===== src/rtl/ram16_buffer.sv =====
`default_nettype none
// ============================================================================
// Module   : ram16_buffer
// Purpose  : Single-port synchronous RAM of 16-bit words, 2**ADDR_WIDTH deep.
//            Keeps a bitmap of the words written since the last reset or clear
//            and raises FULL once every word holds data. A one-cycle CLR zeroes
//            the array and the bitmap so the buffer can be filled again.
// Revision : 1.0  initial release
// ----------------------------------------------------------------------------
// Ports
//   CLK   in   1           clock, rising edge
//   RST   in   1           asynchronous active-high reset
//   EN    in   1           port enable; no read or write while low
//   WE    in   1           write enable, qualified by EN
//   CLR   in   1           synchronous clear of the whole array, ignores EN
//   FULL  out  1           every word written since the last reset/clear
//   A     in   ADDR_WIDTH  word address
//   Di    in   16          write data
//   Do    out  16          registered read data, one cycle latency
// ----------------------------------------------------------------------------
// Configuration macro
//   RAM16_WRITE_THROUGH_EN : defined   -> write-first port, Do <= Di on writes
//                            undefined -> no-change port, Do holds on writes
// Priority on each rising edge: CLR > write > read > hold.
// ============================================================================
module ram16_buffer #(
    parameter int ADDR_WIDTH = 4
) (
    input  logic                  CLK,
    input  logic                  RST,
    input  logic                  EN,
    input  logic                  WE,
    input  logic                  CLR,
    output logic                  FULL,
    input  logic [ADDR_WIDTH-1:0] A,
    input  logic [15:0]           Di,
    output logic [15:0]           Do
);

    localparam int DEPTH = 2 ** ADDR_WIDTH;

    // Storage array; the name is kept plain so benches can dump it.
    logic [15:0]      RAM [0:DEPTH-1];

    // One bit per word: set when the word is written, cleared by reset/clear.
    logic [DEPTH-1:0] valid;
    logic [DEPTH-1:0] valid_d;

    // Read-data register.
    logic [15:0]      do_q;
    logic [15:0]      do_d;

    logic             wr_en;
    logic             rd_en;

    assign wr_en = EN & WE & ~CLR;
    assign rd_en = EN & ~WE & ~CLR;

    // ------------------------------------------------------------------
    // Next-state for the bitmap and read register
    // ------------------------------------------------------------------
    always_comb begin
        valid_d = valid;
        do_d    = do_q;
        if (CLR) begin
            valid_d = '0;
            do_d    = '0;
        end else if (wr_en) begin
            valid_d[A] = 1'b1;
`ifdef RAM16_WRITE_THROUGH_EN
            do_d       = Di;
`else
            do_d       = do_q;
`endif
        end else if (rd_en) begin
            do_d = RAM[A];
        end
    end

    // ------------------------------------------------------------------
    // Storage array
    // ------------------------------------------------------------------
    always_ff @(posedge CLK or posedge RST) begin
        if (RST) begin
            for (int i = 0; i < DEPTH; i++) begin
                RAM[i] <= '0;
            end
        end else if (CLR) begin
            // A write presented together with CLR is dropped.
            for (int i = 0; i < DEPTH; i++) begin
                RAM[i] <= '0;
            end
        end else if (wr_en) begin
            RAM[A] <= Di;
        end
    end

    // ------------------------------------------------------------------
    // Bitmap and read register
    // ------------------------------------------------------------------
    always_ff @(posedge CLK or posedge RST) begin
        if (RST) begin
            valid <= '0;
            do_q  <= '0;
        end else begin
            valid <= valid_d;
            do_q  <= do_d;
        end
    end

    // FULL comes straight from the registered bitmap, so it rises after the
    // edge that writes the last unwritten word and falls after a clear edge.
    assign FULL = &valid;
    assign Do   = do_q;

endmodule
`default_nettype wire


===== config.mk =====
export PLATFORM = sky130hd
export DESIGN_NAME = ram16_buffer
export DESIGN_NICKNAME = d
export VERILOG_FILES = /design/src/rtl/ram16_buffer.sv
export SDC_FILE = /design/constraint.sdc
export NUM_CORES = 1
export LEC_CHECK = 0
export CORE_MARGIN = 4
export CORE_UTILIZATION = 62
export DETAILED_ROUTE_END_ITERATION = 7
export HOLD_SLACK_MARGIN = 0.03
export PLACE_DENSITY = 0.76
export SLEW_MARGIN = 20
export SYNTH_ARGS = -nofsm -noshare
export SYNTH_HDL_FRONTEND = slang
export SYNTH_SLANG_ARGS = --single-unit

===== constraint.sdc =====
create_clock -name CLK -period 13.3 [get_ports CLK]
set_input_delay 1.995 -clock CLK [delete_from_list [all_inputs] [get_ports CLK]]
set_output_delay 1.995 -clock CLK [all_outputs]
set_load 0.02 [all_outputs]

==> results.toml <==
[floorplan]
die_y_um = 160
num_io_pins = 42
start_util_pct = 63.0
dieArea_mm2 = 0.0256
die_w_um = 160
rows = 55
coreArea_mm2 = 0.0227

[timing]
fmax_ghz = 0.223
period_share_pct = 33.7
finClkSkew_ns = 0.0157
whs_ns = 0.489
finalMaxSlewViolations = 0
fin_tns_setup_ns = 0
setup_slack_ns = 8.81
min_period_ns = 4.49
maxSlewHeadroom_pct = 22.4
rsz0062_at_grt = "no"
worst_pin_slew_ns = 1.16
final-hold-violation-count = 0
setup-violations-final = 0

[clock_tree]
cts_buffers = 30
cts_root_buf = "clkbuf_16"
clock_latency_ns = 0.56
cts_num_sinks = 288
cts_tree = "done"
cts_setup_buffers = 0
clk_pin_slew_ns = 0.06
cts_resized = 0
cts-hold-fix-buffers = 0
htreeDepth = 1
clk_path_buf_depth = 3

[place]
place_inst = 1536
dp_hpwl_um = 22100
gp_congestion = 0.799
place_area_mm2 = 0.0144
portBuffers = 41
post-place-ws_ns = 8.35

[global_route]
grt_use_total_pct = 34.0
antenna_found_initial = 0
gr-total-overflow = 0
first_global_vias = 12000
grt_pass1_wl_um = 69300
grt_max_degree = 135

[logic_synthesis]
syn_nets = 1404
synth_area_leaders = "dfrtp_1 (50%), mux4_2 (10%), a21oi_1 (7.9%)"
synth-async-reset-ratio_pct = 100
synth_cells = 1379
yosysUniqueCellTypes = 45
synth_edf_count = 0
syn_avg_cell_area_um2 = 10.4
synth_top_area_share_pct = 50.3
yosysTopAreaCell = "dfrtp_1"
ys_ff_latch = 288
syn_area_mm2 = 0.0143
yosys_warnings = 0
ys.flop_type = "dfrtp_1"
yosysSeqAreaShare_pct = 50.3

[power_and_ir_drop]
power_frac_comb_pct = 8.0
p_switching_uw = 477
leakage_nw = 6.13
seq_power_share_pct = 46.0
power_density_mw_per_mm2 = 125
p_clk_share_pct = 46.0
p_int_mw = 1.45
power_mw = 1.93
switching_share_pct = 24.8
ir_drop_mv = 0.117

[setup_path]
start_kind = "input port"
critPathArrivalTime_ns = 4.88
worstSetupEndpointType = "register"
crit_type = "in2reg"
path_max_fanout = 40
cp.required_ns = 13.70
rr_worst_depth = 3

[finish]
n_antenna_cell = 0
stdcell_count = 1589
finish.utilization_pct = 68.0
final_area_mm2 = 0.0154
mostFrequentLayoutCells = "dfrtp_1 (288), a21oi_1 (225), nand3_1 (211)"
nets = 1308
layout_commonest_cell = "dfrtp_1"
area_delta_synth_final_pct = 7.92
layout-drive-gt1-share_pct = 12.7
n_fill_cell = 1665

[drt]
drt-total-wl_um = 43600
dr.pass1.iters = 6
drc = 0
ant_nets = 0
drt_iter0_markers = 1649
wl_per_cell_um = 27.4
viasPerCell = 7.44
vias = 11800

[hold_path]
whs_path_depth = 1
hold_class = "reg2reg"

[flow_run]
drv_cap = 0

[outcome]
outcome = "complete, no violations"
## synthesized netlist by cell type (3+ instances only)
cell type	instances
mux4_2	64
nand3b_1	16
a21oi_1	225
nand2b_1	4
clkbuf_1	115
buf_1	9
a21oi_2	4
o21ai_0	177
dfrtp_1	288
nand3_1	211
o2111ai_1	16
mux2i_1	16
a22o_1	46
nor2_1	15
o31ai_1	32
nor4_2	3
buf_4	16
buf_2	50
nand4_1	37
buf_6	3
## final cells by class
cell class	instances	area [um2]	area share, %
Sequential cell	288	7210	46.7
Multi-Input combinational cell	894	6230	40.3
Clock buffer	42	877	5.68
Timing Repair Buffer	66	588	3.81
Tap cell	285	357	2.31
Clock inverter	11	169	1.09
Inverter	3	18.8	0.121
## worst paths after layout
| kind | slack (ns) | end | startpoint |
|---|---|---|---|
| hold / removal | 0.49 | valid[15] | valid[15] |
| max in group asynchronous | 9.59 | RAM[248] | RST |
| setup / recovery | 8.81 | RAM[73] | A[0] |
| setup reg to reg | 11.84 | Do[0] | RAM[128] |
| min in group asynchronous | 1.99 | RAM[61] | RST |
| hold reg to reg | 0.49 | valid[15] | valid[15] |
## per-layer routing
metal  global-route usage (%)  routed length, um  vias up  share of wire, %
met5                        0                  0        -                 0
met4                     17.1               2190        0               5.0
met3                     6.06               4510      160                10
met2                     52.7              20700      836                47
met1                     46.9              16200     5851                37
li1                         -                  -     4973                 -
## logic make-up after synthesis
group,synth area share (%)
AO/OA/AOI/OAI,19.9
multiplexers,11.2
AND/OR/NAND/NOR,12.2
buffers and inverters,6.29
flip-flops,50.3
## sequential cells by signal, indices dropped and copies added, names as in the netlist
register	flops
Do	16
RAM	256
valid	16
## power by group through the flow
stage / sequential [mW] / clock [mW] / combinational [mW]
global route: 0.885 / 0.928 / 0.162
finish: 0.885 / 0.887 / 0.154
global placement: 0.901 / 0 / 0.149
CTS: 0.885 / 0.889 / 0.151
detailed placement: 0.901 / 0 / 0.150
floorplan: 0.901 / 0 / 0.105
## worst max-delay path: stages
cell	delay (ns)
buf_4	0.54
buf_4	0.77
nand3_1	0.92
o21ai_0	0.49
a21oi_1	0.11
(Power assumes the default switching activity.)
